<file path="config.mk">
export PLATFORM = sky130hd
export DESIGN_NAME = wb_dbg_master_flat
export DESIGN_NICKNAME = d
export VERILOG_FILES = /design/src/rtl/wb_dbg_master_pkg.sv /design/src/rtl/wb_dbg_master_if.sv /design/src/rtl/wb_dbg_resp_tx.sv /design/src/rtl/wb_dbg_master.sv /design/src/flat_wrapper.sv
export SDC_FILE = /design/constraint.sdc
export NUM_CORES = 1
export LEC_CHECK = 0
export BUFFER_PORTS_ARGS = -buffer_cell sky130_fd_sc_hd__buf_4
export CAP_MARGIN = 20
export CORE_MARGIN = 2
export CORE_UTILIZATION = 60
export CTS_BUF_LIST = sky130_fd_sc_hd__clkbuf_4 sky130_fd_sc_hd__clkbuf_8
export CTS_CLUSTER_DIAMETER = 60
export DETAILED_ROUTE_END_ITERATION = 10
export PLACE_DENSITY = 0.89
export SETUP_SLACK_MARGIN = 0.2
export SYNTH_ARGS = -nofsm -noshare
export SYNTH_HDL_FRONTEND = slang
export SYNTH_SLANG_ARGS = --single-unit
export TNS_END_PERCENT = 10
</file>
<file path="constraint.sdc">
create_clock -name clk -period 3.35 [get_ports clk]
set_clock_uncertainty 0.15 [all_clocks]
set_input_delay 0.8375 -clock clk [delete_from_list [all_inputs] [get_ports clk]]
set_output_delay 0.8375 -clock clk [all_outputs]
set_load 0.02 [all_outputs]
</file>
<file path="src/rtl/wb_dbg_master_pkg.sv">
// Shared definitions for the byte-stream Wishbone debug master:
// command/response codes and the FSM state encoding.
package wb_dbg_master_pkg;

   localparam logic [7:0] CMD_WRITE = 8'h01;
   localparam logic [7:0] CMD_READ  = 8'h02;

   localparam logic [7:0] RSP_OK  = 8'hA5;
   localparam logic [7:0] RSP_ERR = 8'hEE;

   typedef enum logic [2:0] {
      ST_IDLE,
      ST_ADDR,
      ST_DATA,
      ST_BUS,
      ST_RESP
   } state_t;

   // True for the two opcodes that start a command; everything else is noise.
   function automatic logic is_cmd(input logic [7:0] b);
      return (b == CMD_WRITE) || (b == CMD_READ);
   endfunction

endpackage

</file>
<file path="src/rtl/wb_dbg_master_if.sv">
// Single-master Wishbone classic bus bundle; signal names keep the
// _o/_i suffixes as seen from the debug master.
interface wb_dbg_master_if;

   logic [31:0] wb_adr_o;
   logic [31:0] wb_dat_o;
   logic [31:0] wb_dat_i;
   logic [3:0]  wb_sel_o;
   logic        wb_we_o;
   logic        wb_cyc_o;
   logic        wb_stb_o;
   logic        wb_ack_i;
   logic        wb_err_i;
   logic        wb_rty_i;

   modport master (
      output wb_adr_o, wb_dat_o, wb_sel_o, wb_we_o, wb_cyc_o, wb_stb_o,
      input  wb_dat_i, wb_ack_i, wb_err_i, wb_rty_i
   );

   modport slave (
      input  wb_adr_o, wb_dat_o, wb_sel_o, wb_we_o, wb_cyc_o, wb_stb_o,
      output wb_dat_i, wb_ack_i, wb_err_i, wb_rty_i
   );

endinterface

</file>
<file path="src/rtl/wb_dbg_resp_tx.sv">
// Response serialiser: takes 1 or 4 bytes (MSB first) and pushes them to
// the UART transmitter, never strobing while it is busy and never on two
// consecutive cycles so the transmitter always sees tx_busy rise in between.
module wb_dbg_resp_tx (
   input  logic        clk,
   input  logic        reset_n,
   input  logic        load,
   input  logic [31:0] load_data,
   input  logic [2:0]  load_count,
   input  logic        tx_busy,
   output logic [7:0]  tx_data,
   output logic        tx_wr,
   output logic        done
);

   logic [31:0] sh_q, sh_d;
   logic [2:0]  rem_q, rem_d;
   logic        wr_prev_q, wr_prev_d;

   // The strobe is decoded from the current tx_busy so it is never issued
   // into a transmitter that is already busy in that same cycle.
   assign tx_wr   = (rem_q != 3'd0) && !tx_busy && !wr_prev_q;
   assign tx_data = sh_q[31:24];
   assign done    = (rem_q == 3'd0);

   // Next-state for the shift register and remaining-byte count.
   always_comb begin
      sh_d      = sh_q;
      rem_d     = rem_q;
      wr_prev_d = tx_wr;
      if (load) begin
         sh_d  = load_data;
         rem_d = load_count;
      end else if (tx_wr) begin
         sh_d  = {sh_q[23:0], 8'h00};
         rem_d = rem_q - 3'd1;
      end
   end

   // State registers, cleared by the synchronous reset.
   always_ff @(posedge clk) begin
      if (!reset_n) begin
         sh_q      <= '0;
         rem_q     <= '0;
         wr_prev_q <= 1'b0;
      end else begin
         sh_q      <= sh_d;
         rem_q     <= rem_d;
         wr_prev_q <= wr_prev_d;
      end
   end

endmodule

</file>
<file path="src/rtl/wb_dbg_master.sv">
// Host debug port: parses write/read commands from the UART byte stream,
// runs one Wishbone cycle per command and returns a status or data reply.
module wb_dbg_master
   import wb_dbg_master_pkg::*;
#(
   parameter int unsigned bus_timeout = 1024,
   parameter int unsigned rx_timeout  = 5000000
) (
   input  logic                   clk,
   input  logic                   reset_n,
   input  logic [7:0]             rx_data,
   input  logic                   rx_valid,
   output logic [7:0]             tx_data,
   output logic                   tx_wr,
   input  logic                   tx_busy,
   output logic                   busy,
   wb_dbg_master_if.master        wb
);

   localparam int RXW = (rx_timeout  > 1) ? $clog2(rx_timeout)  : 1;
   localparam int BSW = (bus_timeout > 1) ? $clog2(bus_timeout) : 1;
   localparam logic [RXW-1:0] RX_LAST  = RXW'(rx_timeout - 1);
   localparam logic [BSW-1:0] BUS_LAST = BSW'(bus_timeout - 1);

   state_t          state_q, state_d;
   logic            is_write_q, is_write_d;
   logic [1:0]      byte_cnt_q, byte_cnt_d;
   logic [31:0]     adr_q, adr_d;
   logic [31:0]     dat_q, dat_d;
   logic            cyc_q, cyc_d;
   logic            stb_q, stb_d;
   logic            we_q, we_d;
   logic            busy_q, busy_d;
   logic [RXW-1:0]  rx_cnt_q, rx_cnt_d;
   logic [BSW-1:0]  bus_cnt_q, bus_cnt_d;

   logic            rsp_load;
   logic [31:0]     rsp_data;
   logic [2:0]      rsp_count;
   logic            rsp_done;

   assign wb.wb_adr_o = adr_q;
   assign wb.wb_dat_o = dat_q;
   assign wb.wb_sel_o = 4'hF;
   assign wb.wb_we_o  = we_q;
   assign wb.wb_cyc_o = cyc_q;
   assign wb.wb_stb_o = stb_q;
   assign busy        = busy_q;

   // Command parser and Wishbone cycle control; bus outputs change only on
   // state transitions so they come straight from flops.
   always_comb begin
      state_d    = state_q;
      is_write_d = is_write_q;
      byte_cnt_d = byte_cnt_q;
      adr_d      = adr_q;
      dat_d      = dat_q;
      cyc_d      = cyc_q;
      stb_d      = stb_q;
      we_d       = we_q;
      rx_cnt_d   = rx_cnt_q;
      bus_cnt_d  = bus_cnt_q;
      rsp_load   = 1'b0;
      rsp_data   = '0;
      rsp_count  = '0;

      unique case (state_q)
         ST_IDLE: begin
            if (rx_valid && is_cmd(rx_data)) begin
               is_write_d = (rx_data == CMD_WRITE);
               byte_cnt_d = '0;
               rx_cnt_d   = '0;
               state_d    = ST_ADDR;
            end
         end
         ST_ADDR, ST_DATA: begin
            if (rx_valid) begin
               rx_cnt_d   = '0;
               byte_cnt_d = byte_cnt_q + 2'd1;
               if (state_q == ST_ADDR) begin
                  adr_d = {adr_q[23:0], rx_data};
               end else begin
                  dat_d = {dat_q[23:0], rx_data};
               end
               if (byte_cnt_q == 2'd3) begin
                  if ((state_q == ST_ADDR) && is_write_q) begin
                     state_d = ST_DATA;
                  end else begin
                     state_d   = ST_BUS;
                     cyc_d     = 1'b1;
                     stb_d     = 1'b1;
                     we_d      = is_write_q;
                     bus_cnt_d = '0;
                  end
               end
            end else if (rx_cnt_q == RX_LAST) begin
               state_d = ST_IDLE;
            end else begin
               rx_cnt_d = rx_cnt_q + RXW'(1);
            end
         end
         ST_BUS: begin
            if (wb.wb_ack_i || wb.wb_err_i || wb.wb_rty_i) begin
               cyc_d    = 1'b0;
               stb_d    = 1'b0;
               we_d     = 1'b0;
               state_d  = ST_RESP;
               rsp_load = 1'b1;
               if (wb.wb_err_i || wb.wb_rty_i) begin
                  rsp_data  = {RSP_ERR, 24'h0};
                  rsp_count = 3'd1;
               end else if (is_write_q) begin
                  rsp_data  = {RSP_OK, 24'h0};
                  rsp_count = 3'd1;
               end else begin
                  rsp_data  = wb.wb_dat_i;
                  rsp_count = 3'd4;
               end
            end else if (bus_cnt_q == BUS_LAST) begin
               cyc_d     = 1'b0;
               stb_d     = 1'b0;
               we_d      = 1'b0;
               state_d   = ST_RESP;
               rsp_load  = 1'b1;
               rsp_data  = {RSP_ERR, 24'h0};
               rsp_count = 3'd1;
            end else begin
               bus_cnt_d = bus_cnt_q + BSW'(1);
            end
         end
         ST_RESP: begin
            if (rsp_done) begin
               state_d = ST_IDLE;
            end
         end
         default: state_d = ST_IDLE;
      endcase

      busy_d = (state_d == ST_BUS) || (state_d == ST_RESP);
   end

   // Register bank for the parser/bus FSM.
   always_ff @(posedge clk) begin
      if (!reset_n) begin
         state_q    <= ST_IDLE;
         is_write_q <= 1'b0;
         byte_cnt_q <= '0;
         adr_q      <= '0;
         dat_q      <= '0;
         cyc_q      <= 1'b0;
         stb_q      <= 1'b0;
         we_q       <= 1'b0;
         busy_q     <= 1'b0;
         rx_cnt_q   <= '0;
         bus_cnt_q  <= '0;
      end else begin
         state_q    <= state_d;
         is_write_q <= is_write_d;
         byte_cnt_q <= byte_cnt_d;
         adr_q      <= adr_d;
         dat_q      <= dat_d;
         cyc_q      <= cyc_d;
         stb_q      <= stb_d;
         we_q       <= we_d;
         busy_q     <= busy_d;
         rx_cnt_q   <= rx_cnt_d;
         bus_cnt_q  <= bus_cnt_d;
      end
   end

   wb_dbg_resp_tx u_resp_tx (
      .clk        (clk),
      .reset_n    (reset_n),
      .load       (rsp_load),
      .load_data  (rsp_data),
      .load_count (rsp_count),
      .tx_busy    (tx_busy),
      .tx_data    (tx_data),
      .tx_wr      (tx_wr),
      .done       (rsp_done)
   );

endmodule

</file>
<file path="src/flat_wrapper.sv">
// flat-port wrapper written by rule: the top's interface ports become plain ports
module wb_dbg_master_flat import wb_dbg_master_pkg::*;
#(
   parameter int unsigned bus_timeout = 1024,
   parameter int unsigned rx_timeout  = 5000000
)
  (clk, reset_n, rx_data, rx_valid, tx_data, tx_wr, tx_busy, busy, wb_wb_adr_o, wb_wb_dat_o, wb_wb_sel_o, wb_wb_we_o, wb_wb_cyc_o, wb_wb_stb_o, wb_wb_dat_i, wb_wb_ack_i, wb_wb_err_i, wb_wb_rty_i);
  wb_dbg_master_if wb_i ();
  input  logic clk;
  input  logic reset_n;
  input  logic [7:0] rx_data;
  input  logic rx_valid;
  output logic [7:0] tx_data;
  output logic tx_wr;
  input  logic tx_busy;
  output logic busy;
  output wire logic [$bits(wb_i.wb_adr_o)-1:0] wb_wb_adr_o;
  output wire logic [$bits(wb_i.wb_dat_o)-1:0] wb_wb_dat_o;
  output wire logic [$bits(wb_i.wb_sel_o)-1:0] wb_wb_sel_o;
  output wire logic [$bits(wb_i.wb_we_o)-1:0] wb_wb_we_o;
  output wire logic [$bits(wb_i.wb_cyc_o)-1:0] wb_wb_cyc_o;
  output wire logic [$bits(wb_i.wb_stb_o)-1:0] wb_wb_stb_o;
  input wire logic [$bits(wb_i.wb_dat_i)-1:0] wb_wb_dat_i;
  input wire logic [$bits(wb_i.wb_ack_i)-1:0] wb_wb_ack_i;
  input wire logic [$bits(wb_i.wb_err_i)-1:0] wb_wb_err_i;
  input wire logic [$bits(wb_i.wb_rty_i)-1:0] wb_wb_rty_i;
  assign wb_wb_adr_o = wb_i.wb_adr_o;
  assign wb_wb_dat_o = wb_i.wb_dat_o;
  assign wb_wb_sel_o = wb_i.wb_sel_o;
  assign wb_wb_we_o = wb_i.wb_we_o;
  assign wb_wb_cyc_o = wb_i.wb_cyc_o;
  assign wb_wb_stb_o = wb_i.wb_stb_o;
  assign wb_i.wb_dat_i = wb_wb_dat_i;
  assign wb_i.wb_ack_i = wb_wb_ack_i;
  assign wb_i.wb_err_i = wb_wb_err_i;
  assign wb_i.wb_rty_i = wb_wb_rty_i;
  wb_dbg_master #(.bus_timeout(bus_timeout), .rx_timeout(rx_timeout)) u_core (.clk(clk), .reset_n(reset_n), .rx_data(rx_data), .rx_valid(rx_valid), .tx_data(tx_data), .tx_wr(tx_wr), .tx_busy(tx_busy), .busy(busy), .wb(wb_i));
endmodule
</file>
# --- Word-level counts from Yosys, hierarchy flattened ---
# Index checks and enable logic that the tools add are counted.
# Widths: inputs -> output; s select.
word_totals:
  word_cells: 111
  register_bits: 142
  out_inout_bits: 81
  inputBits: 47
op_classes:
  bitwise: 1
  muxes: 49
  n_reduce_logical: 25
  addsub: 4
  n_eq_ne: 19
ops:
  columns: ["cell", "count"]
  rows:
  - ["$mux 32", 7]
  - ["$mux 23", 3]
  - ["$mux 10", 5]
  - ["$pmux 23 s2", 1]
  - ["$mux 3", 13]
  - ["$add 23x1->23 const B", 1]
  - ["$eq 23x23->1 const B", 1]
  - ["$pmux 10 s2", 1]
  - ["$mux 1", 13]
  - ["$pmux 3 s4", 1]
  - ["$reduce_and 3->1", 4]
  - ["$add 10x1->10 const B", 1]
  - ["$eq 10x10->1 const B", 1]
  - ["$eq 3x2->1 const B", 3]
  - ["$eq 8x1->1 const B", 1]
  - ["$eq 8x2->1 const B", 1]
  - ["$ne 2x2->1 const B", 4]
  - ["$eq 3x3->1 const B", 2]
  - ["$logic_not 3->1", 2]
  - ["$reduce_and 6->1", 1]
  - ["$reduce_bool 2->1", 3]
  - ["$logic_or 1x1->1", 5]
  - ["$reduce_and 5->1", 1]
  - ["$logic_and 1x1->1", 4]
  - ["15 further kinds", 19]

# --- Depth between registers and ports, before layout ---
# Gate-level depths: netlist (run 1).
logic_depth:
  depth_word: 8
  ltp_mapped: 9
  ltp_nobuf: 8

# --- Modules after synthesis ---
# A second synthesis (run 1) with hierarchy kept.
hier_totals:
  cells_unflattened: 811
  area_unflattened_um2: 6588.8
modules_own_cells:
  columns: ["module", "seq_area_each_um2", "cells_per_inst", "area_per_inst_um2", "instances"]
  rows:
  - ["wb_dbg_master", 2122.0, 614, 4928.5, 1]
  - ["wb_dbg_resp_tx", 720.7, 197, 1660.3, 1]

# --- Worst setup path before layout (run 1) ---
# Ideal clock, no wire load.
synth_path:
  kind: "input-to-output"
  start: "input port tx_busy"
  end: "output port tx_wr"
  arrival_time_ns: 1.757
  path_slack_ns: 0.606
  stages: 3
  n_path_buf: 1
  path_cell_list: "or3_1 > inv_1 > buf_1"
synth_between:
  elab_chain_cells: 3
synth_lines:
  columns: ["item", "line_no", "rtl"]
  rows:
  - ["from (decl)", "flat_wrapper.sv:15", "input logic tx_busy;"]
  - ["$logic_not 1->1", "wb_dbg_resp_tx.sv:22", "assign tx_wr = (rem_q != 3'd0) && !tx_busy && !wr_prev_q;"]
  - ["$logic_and 1x1->1 (2 in a row)", "wb_dbg_resp_tx.sv:22", null]
  - ["to (decl)", "flat_wrapper.sv:14", "output logic tx_wr;"]
# Every way passes these cells.

# --- Final worst setup path (run 1) ---
layout_path:
  start: "register u_core.u_resp_tx.rem_q[0]"
  end: "output port tx_wr"
layout_between:
  elab_chain_cells: 3
layout_lines:
  columns: ["item", "line_no", "rtl"]
  rows:
  - ["from (decl)", "wb_dbg_resp_tx.sv:17", "logic [2:0] rem_q, rem_d;"]
  - ["from (signal assigned)", "wb_dbg_resp_tx.sv:48", "rem_q <= rem_d;"]
  - ["$reduce_bool 3->1", "wb_dbg_resp_tx.sv:22", null]
  - ["$logic_and 1x1->1 (2 in a row)", "wb_dbg_resp_tx.sv:22", null]
# Every way passes these cells.

==> results of run 1 <==
worst max-delay path, stage by stage, from the launching register on:
cell and delay, ns:
dfxtp_1 0.36, inv_1 0.05, ha_1 0.20, ha_1 0.22, or3_1 0.40, inv_1 0.10, buf_4 0.15
registers in the layout (all words and copies together) (netlist names), 2 cells and up:
register,cells
u_core.wb.wb_adr_o,32
u_core.rx_cnt_q,23
u_core.byte_cnt_q,2
u_core.u_resp_tx.rem_q,3
u_core.u_resp_tx.sh_q,32
u_core.bus_cnt_q,10
u_core.wb.wb_dat_o,32
u_core.state_q,3
where the power goes:
part           total (W)  switching, W  internal (W)  leakage, nW
clock            0.00139      0.000622      0.000765        0.205
sequential       0.00189     0.0000691       0.00182         1.15
combinational   0.000542      0.000324      0.000218         1.44
Yosys cell counts, drive strengths merged:
master,count
o31ai,8
nand3,25
a21o,3
nand4b,2
clkbuf,35
nor2b,12
inv,13
o21ai,69
o221a,1
nor3b,4
mux2i,2
nand3b,2
a31oi,1
a211oi,4
nor2,15
o211a,3
dfxtp,142
a21oi,47
or2,1
and3b,1
ha,5
nor4b,1
conb,1
nor4,7
mux2,1
or3,17
and2,8
buf,30
a2111oi,1
o21a,4
xnor2,5
and3,3
a21boi,66
xor2,3
and4,2
nor3,5
o211ai,4
o311a,2
or4,8
a22oi,9
nand2,180
nand2b,3
nand4,12
a32oi,1
area by class of cell:
class                           count  area share
Sequential cell                   142       0.379
Inverter                           13     0.00650
Timing Repair Buffer              135       0.135
Multi-Input combinational cell    551       0.403
Clock inverter                     11      0.0190
Clock buffer                       20      0.0350
Tap cell                          136      0.0227
per-layer routing:
layer	part of all wire	up-vias	GRT usage
li1	-	2832	-
met1	0.41	2700	0.320
met2	0.49	202	0.457
met3	0.074	37	0.0895
met4	0.021	0	0.107
met5	0	-	0
worst paths after layout:
path                        startpoint                         to  cells past startpoint
max          u_core.u_resp_tx.rem_q[0]                      tx_wr                      6
min             u_core.wb.wb_dat_o[29]     u_core.wb.wb_dat_o[29]                      2
max reg2reg  u_core.u_resp_tx.rem_q[0]  u_core.u_resp_tx.sh_q[18]                      9
min reg2reg     u_core.wb.wb_dat_o[29]     u_core.wb.wb_dat_o[29]                      2
cell families (layout without fill, tap and decap cells):
logic type,after synthesis,in the layout
and+or+nand+nor,308,308
buffers and inverters,78,179
AOI/OAI and AO/OA,223,223
xor gates and xnor gates,8,8
other,1,4
DFF,142,142
adders and majority gates,5,5
muxes,3,3
per-stage QoR:
step / cells / total power (W) / instance area [µm²] / hold slack, ns / setup slack, ns
detailed placement: 977 / 0.00245 / 7100 / 0.309 / 0.517
global route: 1008 / 0.00399 / 7510 / 0.344 / 0.315
CTS: 1008 / 0.00382 / 7510 / 0.319 / 0.433
floorplan: 771 / 0.00228 / 6250 / 0.288 / 0.606
finish: 1008 / 0.00382 / 7510 / 0.317 / 0.457
global placement: 977 / 0.00243 / 7100 / 0.298 / 0.563
==> flow_summary.ini, run 1 <==
[routing]
avgViaCountPerCell = 5.73
routed-via-count = 5771
first_iter_violations = 318
first_pass_iters = 5
detail_route.wl_per_cell_um = 15.0
drc = 0
drt-total-wl_um = 15100
ant_nets = 0

[place]
dp_hpwl_um = 10400
gp_congestion = 0.949
portBuffers = 123

[finish]
num-nets-final = 912
post-route-util = 0.734
diodes = 0
seqCellArea_um2 = 2840
fillers = 741
layout_common_cells = nand2_1, dfxtp_1, buf_4
area_delta_synth_final_pct = 20.2
drive_above_1_share = 0.196
final_common_cell = nand2_1
multi_input_area_um2 = 3030

[setup_path]
crit_type = reg -> out
worst_setup_path_start_kind = flip-flop
cp_max_fo = 2
cp.required_ns = 2.36
crit_path_end_kind = output pin
rrSetupSlack_ns = 0.82
crit_arrival_ns = 1.91

[run_status]
status = completed

[flow_run]
cap_violations = 0

[power]
cellPowerDensity_nw_per_um2 = 509
leakage_nw = 2.79
vdd_drop_max_mv = 0.348

[cts]
cts_buffers = 17
htree_levels = 4
cts_buffer_depth = 2
cts_hold_buf = 0
clk_latency_ns = 0.43
cts_tree = built
cts_setup_buffers = 0
cts.sinks = 142
clkTransAtPathRegs_ns = 0.07
cts_resized = 0
root_buffer = clkbuf_8

[logic_synthesis]
synthDistinctLibCells = 51
yosysWarnings = 0
ys_seq_area_frac = 0.455
syn_avg_cell_area_um2 = 8.13
synthXorXnorAreaFrac = 0.0112
synth-compound-area-share = 0.225
synth_top_area_frac = 0.455
netlist_top_cells_area = dfxtp_1, nand2_1, a21boi_0
synth-adder-area-share = 0.0100
synth_area_um2 = 6240
yosys.area.top_type = dfxtp_1
syn-instance-count = 768
synth_simple_gate_area_frac = 0.231
ys_ff_latch = 142
synth_top_family_by_area = simple AND/OR/NAND/NOR gates
synthMuxAreaShare = 0.00501

[floorplan]
core_area_um2 = 10200
ios = 128
fp-row-count = 37
die_x_um = 106
die_h_um = 106
initial_utilization = 0.610
dieArea_um2 = 11200

[timing]
tightest_slew_ns = 0.990
finalSetupViolCount = 0
rsz0062_at_grt = no
finalCriticalPeriod_ns = 2.89
setup_tns_ns = 0
drv_slew = 0
hold_viol = 0
max_freq_mhz = 346
slew_headroom = 0.340
period_share = 0.864

[global_routing]
grt_antenna_before_repair = 0
overflow = 0
grt.total_usage = 0.271
grt_pass1_vias = 5530
grt_max_degree = 74
grt_pass1_wl_um = 24900

[hold_path]
hp-class = reg -> reg
(Power assumes the default switching activity.)
==> run 2: changes to the inputs <==
Settings changed: CORE_UTILIZATION 60 to 51, PLACE_DENSITY 0.89 to 0.81.
Clock period 3.35 ns to 2.6 ns, I/O delays scaled along.
==> run 2 against run 1 <==
Combinational power rose by 48%. Sequential power rose by 29%. Register-to-register slack worse by 0.59 ns. Worst setup slack got worse by 0.36 ns. Clock-buffer cell count is 2 lower. Critical path type unchanged. Largest cell class unchanged.
==> flow_summary.ini, run 2 (synthesis gave the netlist of run 1 again) <==
[setup_path]
crit_arrival_ns = 1.70
cp.required_ns = 1.80
rrSetupSlack_ns = 0.23
crit_path_end_kind = output pin
r2r_start = u_core.state_q[0]
cp_max_fo = 2
startpoint = u_core.u_resp_tx.rem_q[1]
crit_type = reg -> out
ff2ff_path_depth = 6
r2r-end = u_core.rx_cnt_q[17]
worst_setup_path_start_kind = flip-flop
setup.worst_path.end = tx_wr

[timing]
period_share = 0.963
hold_viol = 0
tightest_slew_ns = 0.540
finalCriticalPeriod_ns = 2.50
slew_headroom = 0.638
max_freq_mhz = 399
drv_slew = 0
rsz0062_at_grt = yes
setup_ws_ns = 0.0967
hold_ws_ns = 0.284
finalSetupViolCount = 0

[finish]
diodes = 0
final_common_cell = nand2_1
area_delta_synth_final_pct = 24.3
final_cells = 1037
num-nets-final = 929
layout_common_cells = nand2_1, buf_4, dfxtp_1
drive_above_1_share = 0.222

[floorplan]
die_x_um = 115
fp-row-count = 40
die_h_um = 115
initial_utilization = 0.522
ios = 128
dieArea_um2 = 13100
core_area_um2 = 12000

[cts]
clkTransAtPathRegs_ns = 0.08
clk_latency_ns = 0.46
htree_levels = 4
cts_buffer_depth = 2
cts_buffers = 17
cts_hold_buf = 0
cts_tree = built
cts.sinks = 142
root_buffer = clkbuf_8

[global_routing]
grt_pass1_wl_um = 24800
overflow = 0
grt.total_usage = 0.233
grt_pass1_vias = 5276
grt_antenna_before_repair = 0
grt_max_degree = 80

[power]
leakage_nw = 2.91
vdd_drop_max_mv = 0.457
cellPowerDensity_nw_per_um2 = 648

[routing]
drt-total-wl_um = 15000
avgViaCountPerCell = 5.51
detail_route.wl_per_cell_um = 14.4
drc = 0
first_iter_violations = 387
routed-via-count = 5715
first_pass_iters = 5
ant_nets = 0

[place]
dp_hpwl_um = 10200
place_ws_ns = -0.0281
gp_congestion = 0.848
portBuffers = 123
dp_cells = 1003

[flow_run]
cap_violations = 0

[run_status]
status = completed

[hold_path]
hp-class = in -> reg
[run 2: cell count changes in the layout (fill, tap and decap cells not counted), sizes merged]
cell,change
buf,+17
bufinv,-1
clkinvlp,-1
clkbuf,-2
inv,+5
[run 2: report_power, final]
part / switching (W) / leakage (nW) / internal (W)
Sequential: 0.0000790 / 1.15 / 0.00235
Clock: 0.000908 / 0.206 / 0.000897
Combinational: 0.000435 / 1.56 / 0.000366
Total: 0.00142 / 2.91 / 0.00361
[run 2: area by class of cell]
cell class	count	area, µm²
clock inverters	14	159
fillers	1038	4200
inverters	13	51.3
clock buffers	18	248
repair buffers	152	1210
well taps	147	184
multi-input cells	551	3070
flip-flops and latches	142	2850
[run 2: per-stage QoR]
stage | total power, W | cell area (µm²) | setup TNS, ns | utilization
floorplan | 0.00294 | 6260 | 0 | -
global placement | 0.00317 | 7300 | 0 | 0.610
detailed placement | 0.00318 | 7300 | -0.0394 | 0.610
CTS | 0.00505 | 7760 | 0 | 0.649
global route | 0.00526 | 7760 | 0 | 0.649
finish | 0.00503 | 7760 | 0 | 0.649
[run 2: critical path: stages, from the launching register on]
cell and delay, ns:
dfxtp_2 0.34, inv_2 0.04, ha_4 0.16, ha_4 0.15, or3_4 0.38, inv_4 0.07
buf_6 0.11
[run 2: timing repair]
action	4_1_cts	5_1_grt
endpoints found under the setup margin	1	59
buffers inserted	2	0
gates resized for setup	12	1
pin swaps	3	0
[run 2: per-layer routing]
layer / global-route usage / share of wire / up-vias
li1: - / - / 2870
met1: 0.307 / 0.44 / 2643
met2: 0.357 / 0.46 / 174
met3: 0.0683 / 0.075 / 28
met4: 0.0976 / 0.021 / 0
met5: 0 / 0 / -
[run 2: worst min path at each step]
stage	from	to	slack, ns	depth (start not counted)
6_report	wb_wb_dat_i[13]	u_core.u_resp_tx.sh_q[13]	0.28	3
5_1_grt	wb_wb_dat_i[8]	u_core.u_resp_tx.sh_q[8]	0.28	3
4_1_cts	wb_wb_dat_i[13]	u_core.u_resp_tx.sh_q[13]	0.26	3
3_5_place_dp	u_core.wb.wb_dat_o[28]	u_core.wb.wb_dat_o[28]	0.31	2
3_3_place_gp	u_core.rx_cnt_q[22]	u_core.rx_cnt_q[22]	0.30	2
2_1_floorplan	u_core.rx_cnt_q[22]	u_core.rx_cnt_q[22]	0.29	2
==> run 3: changes to the inputs <==
Settings changed: CELL_PAD_IN_SITES_DETAIL_PLACEMENT set to 0, CELL_PAD_IN_SITES_GLOBAL_PLACEMENT set to 2, CORE_UTILIZATION 51 to 30, PLACE_DENSITY 0.81 to 0.82.
==> run 3 against run 2 <==
Clock-buffer cell count unchanged. Cell area increased by 1.7%. Utilization decreased by 26 points. Wire length increased by 15%. Largest cell class unchanged.
==> flow_summary.ini, run 3 (synthesis gave the netlist of run 1 again) <==
[routing]
routed-via-count = 5634
first_pass_iters = 4
ant_nets = 0
avgViaCountPerCell = 4.84
first_iter_violations = 354
drc = 0
drt-total-wl_um = 17200
detail_route.wl_per_cell_um = 14.7

[global_routing]
grt_max_degree = 68
overflow = 0
grt.total_usage = 0.157
grt_antenna_before_repair = 0
grt_pass1_vias = 5338
grt_pass1_wl_um = 27600

[power]
cellPowerDensity_nw_per_um2 = 629
leakage_nw = 2.89
total_power_w = 0.00496
vdd_drop_max_mv = 0.285

[timing]
rsz0062_at_grt = yes
slew_headroom = 0.659
setup_ws_ns = 0.0795
hold_viol = 0
drv_slew = 0
tightest_slew_ns = 0.499
finalSetupViolCount = 0
setup_tns_ns = 0
finalCriticalPeriod_ns = 2.52
period_share = 0.969
max_freq_mhz = 397

[cts]
clkTransAtPathRegs_ns = 0.09
cts_tree = built
root_buffer = clkbuf_8
cts_buffer_depth = 2
htree_levels = 4
cts_hold_buf = 0
clk_latency_ns = 0.46
cts.sinks = 142
cts_buffers = 17

[flow_run]
cap_violations = 0

[floorplan]
ios = 128
dieArea_um2 = 22000
initial_utilization = 0.308
fp-row-count = 52
die_h_um = 148
core_area_um2 = 20300
die_x_um = 148

[setup_path]
cp_cell_sequence = inv_2 > ha_4 > ha_4 > or3_4 > inv_4 > buf_6
crit_path_end_kind = output pin
crit_type = reg -> out
cp.required_ns = 1.80
startpoint = u_core.u_resp_tx.rem_q[0]
cpMostUsedCell = ha_4
max_stage_delay_ns = 0.38
crit_arrival_ns = 1.72
worst_setup_path_start_kind = flip-flop
r2r_start = u_core.state_q[0]
cp_max_fo = 2
slowest_stage = or3_4

[place]
place_ws_ns = 0.0261
portBuffers = 123
dp_cells = 1128
gp_congestion = 0.804
dp_hpwl_um = 11600

[finish]
final_common_cell = nand2_1
drive_above_1_share = 0.226
post-route-util = 0.389
final_cells = 1165
diodes = 0
area_delta_synth_final_pct = 26.4
layout_common_cells = nand2_1, buf_4, dfxtp_1
num-nets-final = 934

[hold_path]
min_from = wb_wb_dat_i[13]
hp-class = in -> reg

[run_status]
status = completed
==> run 3: per-layer routing <==
metal | vias up | part of all wire | global-route usage
li1 | 2890 | - | -
met1 | 2612 | 0.47 | 0.201
met2 | 119 | 0.45 | 0.246
met3 | 13 | 0.065 | 0.0592
met4 | 0 | 0.011 | 0.0448
met5 | - | 0 | 0
==> run 3: report_power, final <==
group / switching (W) / internal (W) / leakage (nW) / total, W
sequential: 0.0000820 / 0.00235 / 1.15 / 0.00243
clock: 0.000973 / 0.000702 / 0.174 / 0.00168
combinational: 0.000464 / 0.000396 / 1.57 / 0.000860
total: 0.00152 / 0.00344 / 2.89 / 0.00496
==> run 3: cell type report <==
class	count	area (µm²)
Clock buffer	18	241
Clock inverter	14	120
Fill cell	2168	12400
Inverter	13	51.3
Multi-Input combinational cell	551	3060
Sequential cell	142	2850
Tap cell	270	338
Timing Repair Buffer	157	1230
==> run 3: worst max-delay path: cells and delay by family, from the launching register on <==
family                     cells  cell delay [ns]
adders and majority gates      2             0.30
DFF                            1             0.34
buffers and inverters          3             0.23
and+or+nand+nor                1             0.38
==> run 3: final timing paths <==
path,end,slack [ns],cells past startpoint
max,tx_wr,0.08,6
min,u_core.u_resp_tx.sh_q[13],0.29,3
max reg2reg,u_core.rx_cnt_q[17],0.25,6
min reg2reg,u_core.wb.wb_dat_o[24],0.32,2
==> run 3: repair_timing <==
action                                  4_1_cts  5_1_grt
gates resized for setup                      12        0
endpoints found under the setup margin        1        6
setup buffers                                 3        1
pin swaps                                     3        0
==> run 3: stage by stage <==
| stage | hold WS, ns | instance area (µm²) |
|---|---|---|
| after global routing | 0.259 | 7890 |
| after CTS | 0.246 | 7880 |
| final | 0.285 | 7890 |
| after floorplan | 0.288 | 6260 |
| after detailed placement | 0.310 | 7450 |
| after global placement | 0.303 | 7450 |
